--- config.mk ---
export PLATFORM = sky130hd
export DESIGN_NAME = uart_tx_arbiter_flat
export DESIGN_NICKNAME = d
export VERILOG_FILES = /design/src/rtl/uart_tx_arbiter_if.sv /design/src/rtl/uart_tx_arbiter.sv /design/src/flat_wrapper.sv
export SDC_FILE = /design/constraint.sdc
export NUM_CORES = 1
export LEC_CHECK = 0
export ABC_AREA = 1
export ABC_CLOCK_PERIOD_IN_PS = 1520
export CORE_MARGIN = 1
export CORE_UTILIZATION = 25
export CTS_CLUSTER_DIAMETER = 50
export DETAILED_ROUTE_END_ITERATION = 8
export GPL_TIMING_DRIVEN = 0
export PLACE_DENSITY = 0.56
export SLEW_MARGIN = 20
export SYNTH_ARGS = -nofsm -noshare
export SYNTH_HDL_FRONTEND = slang
export SYNTH_SLANG_ARGS = --single-unit
--- constraint.sdc ---
create_clock -name clock -period 1.52 [get_ports clock]
set_clock_uncertainty 0.15 [all_clocks]
set_input_delay 0.304 -clock clock [delete_from_list [all_inputs] [get_ports clock]]
set_output_delay 0.304 -clock clock [all_outputs]
set_load 0.02 [all_outputs]
--- src/rtl/uart_tx_arbiter_if.sv ---
// Handshake bundle between the packet requesters and the UART transmit stream.
// The arbiter uses the slave view; sources and the transmitter model use the master view.
interface uart_tx_arbiter_if #(
    parameter int NUM_REQ = 4,
    parameter int DATA_W  = 8
);
    localparam int ID_W = $clog2(NUM_REQ);

    logic [NUM_REQ-1:0]        req_valid;
    logic [NUM_REQ-1:0]        req_last;
    logic [NUM_REQ*DATA_W-1:0] req_data;
    logic [NUM_REQ-1:0]        req_ready;
    logic                      out_valid;
    logic [DATA_W-1:0]         out_data;
    logic                      out_ready;
    logic                      grant_valid;
    logic [ID_W-1:0]           grant_id;
    logic                      timeout_pulse;

    modport slave (
        input  req_valid, req_last, req_data, out_ready,
        output req_ready, out_valid, out_data, grant_valid, grant_id, timeout_pulse
    );

    modport master (
        output req_valid, req_last, req_data, out_ready,
        input  req_ready, out_valid, out_data, grant_valid, grant_id, timeout_pulse
    );
endinterface

--- src/rtl/uart_tx_arbiter.sv ---
// Round-robin, packet-granular sharing of one UART TX byte stream with idle-timeout revocation.
// Optional UART_ARB_TAG_EN: a tag byte 8'h80|grant_id precedes every granted packet.
module uart_tx_arbiter #(
    parameter int NUM_REQ = 4,
    parameter int DATA_W  = 8,
    parameter int TIMEOUT = 1024
) (
    input  logic             clock,
    input  logic             reset,
    uart_tx_arbiter_if.slave bus
);
    localparam int ID_W  = $clog2(NUM_REQ);
    localparam int CNT_W = $clog2(TIMEOUT + 1);

    localparam logic [ID_W:0]    NUM_REQ_W = (ID_W + 1)'(NUM_REQ);
    localparam logic [ID_W-1:0]  LAST_ID   = ID_W'(NUM_REQ - 1);
    localparam logic [CNT_W-1:0] CNT_MAX   = CNT_W'(TIMEOUT);
    localparam logic [CNT_W-1:0] CNT_FIRE  = CNT_W'(TIMEOUT - 1);

    typedef enum logic [1:0] {
        IDLE,
        PASS,
        TAG
    } state_t;

`ifdef UART_ARB_TAG_EN
    localparam state_t GRANT_STATE = TAG;
    localparam logic [DATA_W-1:0] TAG_BASE = DATA_W'(8'h80);
`else
    localparam state_t GRANT_STATE = PASS;
`endif

    state_t           state_reg;
    logic [ID_W-1:0]  ptr_reg;
    logic [ID_W-1:0]  grant_reg;
    logic [CNT_W-1:0] idle_cnt_reg;

    // Candidate order for the scan: ptr, ptr+1, ... wrapped without relying on power-of-two
    logic [ID_W-1:0] cand [NUM_REQ];

    generate
        for (genvar gi = 0; gi < NUM_REQ; gi++) begin : g_cand
            logic [ID_W:0] sum;
            assign sum      = {1'b0, ptr_reg} + (ID_W + 1)'(gi);
            assign cand[gi] = (sum >= NUM_REQ_W) ? ID_W'(sum - NUM_REQ_W) : sum[ID_W-1:0];
        end
    endgenerate

    logic            sel_valid;
    logic [ID_W-1:0] sel_id;

    always_comb begin
        sel_valid = 1'b0;
        sel_id    = '0;
        for (int k = NUM_REQ - 1; k >= 0; k--) begin
            if (bus.req_valid[cand[k]]) begin
                sel_valid = 1'b1;
                sel_id    = cand[k];
            end
        end
    end

    logic              g_valid;
    logic              g_last;
    logic [DATA_W-1:0] g_data;
    logic [ID_W-1:0]   next_id;
    logic              xfer;
    logic              fire;

    assign g_valid = bus.req_valid[grant_reg];
    assign g_last  = bus.req_last[grant_reg];
    assign g_data  = bus.req_data[int'(grant_reg) * DATA_W +: DATA_W];
    assign next_id = (grant_reg == LAST_ID) ? '0 : grant_reg + 1'b1;
    assign xfer    = (state_reg == PASS) && g_valid && bus.out_ready;
    assign fire    = (state_reg == PASS) && !g_valid && (idle_cnt_reg == CNT_FIRE);

    // Outputs are forced to zero while reset is asserted so nothing transfers in that cycle
    always_comb begin
        bus.req_ready     = '0;
        bus.out_valid     = 1'b0;
        bus.out_data      = '0;
        bus.grant_valid   = 1'b0;
        bus.grant_id      = '0;
        bus.timeout_pulse = 1'b0;
        if (!reset) begin
            bus.grant_id = grant_reg;
            case (state_reg)
                PASS: begin
                    bus.req_ready[grant_reg] = bus.out_ready;
                    bus.out_valid            = g_valid;
                    bus.out_data             = g_data;
                    bus.grant_valid          = 1'b1;
                    bus.timeout_pulse        = fire;
                end
`ifdef UART_ARB_TAG_EN
                TAG: begin
                    bus.out_valid   = 1'b1;
                    bus.out_data    = TAG_BASE | DATA_W'(grant_reg);
                    bus.grant_valid = 1'b1;
                end
`endif
                default: begin
                end
            endcase
        end
    end

    always_ff @(posedge clock) begin
        if (reset) begin
            state_reg    <= IDLE;
            ptr_reg      <= '0;
            grant_reg    <= '0;
            idle_cnt_reg <= '0;
        end else begin
            case (state_reg)
                IDLE: begin
                    if (sel_valid) begin
                        grant_reg    <= sel_id;
                        idle_cnt_reg <= '0;
                        state_reg    <= GRANT_STATE;
                    end
                end
`ifdef UART_ARB_TAG_EN
                TAG: begin
                    if (bus.out_ready) begin
                        idle_cnt_reg <= '0;
                        state_reg    <= PASS;
                    end
                end
`endif
                PASS: begin
                    if ((xfer && g_last) || fire) begin
                        state_reg    <= IDLE;
                        ptr_reg      <= next_id;
                        idle_cnt_reg <= '0;
                    end else if (g_valid) begin
                        idle_cnt_reg <= '0;
                    end else if (idle_cnt_reg != CNT_MAX) begin
                        idle_cnt_reg <= idle_cnt_reg + 1'b1;
                    end
                end
                default: state_reg <= IDLE;
            endcase
        end
    end
endmodule
--- src/flat_wrapper.sv ---
// flat-port wrapper written by rule: the top's interface ports become plain ports
module uart_tx_arbiter_flat 
#(
    parameter int NUM_REQ = 4,
    parameter int DATA_W  = 8,
    parameter int TIMEOUT = 1024
)
  (clock, reset, bus_req_valid, bus_req_last, bus_req_data, bus_out_ready, bus_req_ready, bus_out_valid, bus_out_data, bus_grant_valid, bus_grant_id, bus_timeout_pulse);
  uart_tx_arbiter_if #(.NUM_REQ(NUM_REQ), .DATA_W(DATA_W)) bus_i ();
  input  logic clock;
  input  logic reset;
  input wire logic [$bits(bus_i.req_valid)-1:0] bus_req_valid;
  input wire logic [$bits(bus_i.req_last)-1:0] bus_req_last;
  input wire logic [$bits(bus_i.req_data)-1:0] bus_req_data;
  input wire logic [$bits(bus_i.out_ready)-1:0] bus_out_ready;
  output wire logic [$bits(bus_i.req_ready)-1:0] bus_req_ready;
  output wire logic [$bits(bus_i.out_valid)-1:0] bus_out_valid;
  output wire logic [$bits(bus_i.out_data)-1:0] bus_out_data;
  output wire logic [$bits(bus_i.grant_valid)-1:0] bus_grant_valid;
  output wire logic [$bits(bus_i.grant_id)-1:0] bus_grant_id;
  output wire logic [$bits(bus_i.timeout_pulse)-1:0] bus_timeout_pulse;
  assign bus_i.req_valid = bus_req_valid;
  assign bus_i.req_last = bus_req_last;
  assign bus_i.req_data = bus_req_data;
  assign bus_i.out_ready = bus_out_ready;
  assign bus_req_ready = bus_i.req_ready;
  assign bus_out_valid = bus_i.out_valid;
  assign bus_out_data = bus_i.out_data;
  assign bus_grant_valid = bus_i.grant_valid;
  assign bus_grant_id = bus_i.grant_id;
  assign bus_timeout_pulse = bus_i.timeout_pulse;
  uart_tx_arbiter #(.NUM_REQ(NUM_REQ), .DATA_W(DATA_W), .TIMEOUT(TIMEOUT)) u_core (.clock(clock), .reset(reset), .bus(bus_i));
endmodule
==> results.py <==
metrics = {
    "floorplan": {
        "cell_rows": 29,
        "dieArea_mm2": 0.006828,
        "die_width_um": 82.63,
        "chipHeight_um": 82.63,
        "initial_core_util_pct": 25.74,
        "ios": 60,
        "core_mm2": 0.006314,
    },
    "layout": {
        "num-nets-final": 430,
        "design_area_mm2": 0.003386,
        "fill_cells": 584,
        "area_growth_pct": 108.3,
        "final_layout_size_suffix_gt1_share_pct": 48.95,
        "largest_register_ffs": 11,
        "antennaDiodeCount": 0,
    },
    "timing": {
        "setup_tns_ps": -6547,
        "max_freq_mhz": 529.7,
        "setup_repair_after_global_routing_missed_its_margin": "true",
        "max_slew_headroom_at_the_worst_pin_pct": 78.18,
        "report.final.setup_viol": 30,
        "fin_crit_ps": 1888,
        "timing.final.ws_setup_ps": -367.9,
        "finalHoldViolations": 0,
        "finalCritPeriodShare_pct": 124.2,
        "worst_tran_pin_value_ps": 323.9,
        "slew_viol_final": 0,
    },
    "placed_design": {
        "routabilityCongestion": 0.8207,
        "portBuffers": 59,
        "dpl.hpwl_mm": 3.966,
        "placedInstanceArea_mm2": 0.002516,
        "dpl_worst_slack_ps": -1030,
    },
    "run_status": {
        "status": "complete, but fails checks",
        "failing_checks": "setup timing",
    },
    "detailed_routing": {
        "drt_first_pass_iters": 4,
        "detail_route.drc_violations": 0,
        "dr_total_vias": 2186,
        "detail-route-antenna-nets": 0,
        "routed_wire_length_mm": 6.409,
        "viasPerCell": 4.783,
        "wire_per_inst_um": 14.02,
        "drtIter0Drc": 61,
    },
    "worst_setup_path": {
        "crit_path_end_kind": "output pin",
        "cp_num_cells": 7,
        "crit_path_top_delay_cell": "dfxtp_4",
        "critical_path.top_delay_family": "flip-flops",
        "worstReg2RegEnd": "u_core.idle_cnt_reg[4]",
        "worst_r2r_path_depth": 9,
        "criticalPathCategory": "flip-flop to output pin",
        "critPathLaunch": "u_core.grant_reg[0]",
        "critPathRequiredTime_ps": 1070,
        "cp_num_buf_inv": 3,
        "cp.arrival_ps": 1430,
        "delay_of_the_slowest_cell_on_the_worst_path_ps": 380,
        "crit_path_cell_trace": "buf_8 > buf_8 > nor2_2 > nor2_2 > o21ai_4 > a21oi_4 > buf_6",
        "cp-start-kind": "flip-flop",
        "crit_fanout": 6,
        "worst_r2r_startpoint": "u_core.grant_reg[0]",
        "r2r_slack_ps": -220,
        "crit_end": "bus_out_data[2]",
    },
    "grt": {
        "maximum_number_of_pins_on_one_net_before_global_route_repair": 11,
        "use_met1_pct": 21.57,
        "initial_antenna_violation_count": 0,
        "grtUsageTotal_pct": 17.65,
        "grt_met3_use_pct": 4.176,
        "grt_most_used_layer": "met2",
        "wire_length_of_the_first_global_routing_pass_mm": 9.170,
        "overflow": 0,
        "grt_pass1_vias": 1932,
        "groute.layer.met2.usage_pct": 32.23,
    },
    "clock_tree": {
        "cts_hold_buf": 0,
        "cts_buffer_depth": 2,
        "cts_made_buffers": 3,
        "ctsRootBufferMaster": "clkbuf_8",
        "htree_levels": 1,
        "tritoncts_num_sinks": 16,
        "tritoncts": "yes",
        "clkLatencyLatePin_ps": 250,
        "cts.reportedPaths.clkPinSlew_ps": 70,
    },
    "synthesis": {
        "synth.mux.area_fraction_pct": 0,
        "synth_largest_area_cell": "dfxtp_1",
        "ys.warnings.count": 0,
        "main_area_contributors_after_synthesis": "dfxtp_1, nand2_1, nor2_1",
        "asyncSetResetFlopFracSynth_pct": 0,
        "post_synth_and_or_nand_nor_area_fraction_pct": 47.19,
        "yosys.area_share.xor_xnor_pct": 2.694,
        "syn_nets": 332,
        "synth_sequential_area_ratio_pct": 19.71,
        "synth_top_family_by_area": "simple AND/OR/NAND/NOR gates",
        "synth_seq_cells": 16,
        "yosys.cell_count.top_type": "nand2_1",
        "synth-edff-count": 0,
        "yosysTopAreaCellShare_pct": 19.71,
        "synthesis.area_mm2": 0.001625,
        "yosys-top-cells-count": "nand2_1, nor2_1, inv_1",
        "yosys.area_share.adder_pct": 4.619,
        "synth_compound_area_share_pct": 14.55,
        "synth_top_flop_cell": "dfxtp_1",
        "syn_inst": 283,
        "synthDistinctLibCells": 30,
        "mean_instance_size_in_the_synthesized_netlist_um2": 5.743,
    },
    "job": {
        "maximum_capacitance_violations": 0,
    },
    "min_path": {
        "hold-path-cell-count": 2,
        "hold_path.class": "flip-flop to flip-flop",
    },
    "power": {
        "worst_case_vdd_ir_drop_v": 0.0007136,
        "power.density_mw_per_mm2": 533.6,
        "static_leakage_power_nw": 1.343,
    },
}
==> where the power goes <==
part / switching [mW] / internal [mW]
Clock: 0.152 / 0.186
Sequential: 0.0255 / 0.434
Combinational: 0.514 / 0.496
==> how the worst min path moves through the flow <==
stage	startpoint	end	slack, ps
5_1_grt	u_core.idle_cnt_reg[8]	u_core.idle_cnt_reg[8]	380
3_5_place_dp	u_core.idle_cnt_reg[9]	u_core.idle_cnt_reg[9]	350
4_1_cts	u_core.idle_cnt_reg[9]	u_core.idle_cnt_reg[9]	370
3_3_place_gp	u_core.idle_cnt_reg[9]	u_core.idle_cnt_reg[9]	350
2_1_floorplan	u_core.idle_cnt_reg[9]	u_core.idle_cnt_reg[9]	320
6_report	u_core.idle_cnt_reg[8]	u_core.idle_cnt_reg[8]	370
==> kinds of logic after synthesis <==
group / count (synthesis)
simple gates: 169
compound gates: 45
buf+inv: 42
flops: 16
fa+ha+maj: 6
xor+xnor: 5
==> per-stage QoR <==
| stage | total power, mW | util, % | hold slack [ps] | instances |
|---|---|---|---|---|
| global route | 1.913 | 53.63 | 381.6 | 457 |
| global placement | 1.108 | 39.85 | 348.6 | 419 |
| finish | 1.807 | 53.63 | 368.9 | 457 |
| floorplan | 0.8633 | - | 320.0 | 283 |
| CTS | 1.736 | 49.66 | 371.4 | 449 |
| detailed placement | 1.110 | 39.85 | 352.8 | 419 |
==> metal layers <==
metal	share of wire (%)	wire, um
met1	42	2690
met2	50	3219
met3	7.5	483
met4	0.22	14
met5	0	0
==> placed cells by master (no fill, tap or decap), types with 3 or more instances in the layout <==
master	n
buf_8	4
nand2_1	52
o21ai_1	8
clkdlybuf4s50_1	37
dfxtp_1	5
dfxtp_2	5
o21ai_4	5
dfxtp_4	6
nor2_2	18
nand3_1	12
inv_4	5
clkbuf_8	3
ha_4	5
nand3_2	7
inv_1	19
buf_4	19
nor2_1	33
xor2_1	3
dlygate4sd2_1	5
nand3_4	3
nand4_1	7
a21oi_2	7
nor2_4	16
o21ai_2	12
inv_2	7
nand2_4	4
a21oi_4	7
a21oi_1	4
buf_6	28
nand2_2	9
==> cell type report <==
cell class                      instances  area, um^2  share of cell area, %
Timing Repair inverter                  1       16.27                 0.4804
Inverter                               33       153.9                  4.545
Timing Repair Buffer                   92       938.4                  27.72
Clock buffer                            4       45.04                  1.330
Tap cell                               77       96.34                  2.846
Buffer                                  8       133.9                  3.954
Multi-Input combinational cell        226        1653                  48.82
Sequential cell                        16       349.1                  10.31
==> tightest hold or removal path: cells and delay by family, from the launching register on <==
kind,cells,cell delay [ps]
compound gates,1,50
simple gates,1,70
flops,1,360
==> timing repair <==
item	in CTS	in global routing
setup buffers	20	11
resized for setup	197	64
pin swaps	34	40
gates cloned	6	0
endpoints found under the setup margin	33	33
(Power assumes the default switching activity.)
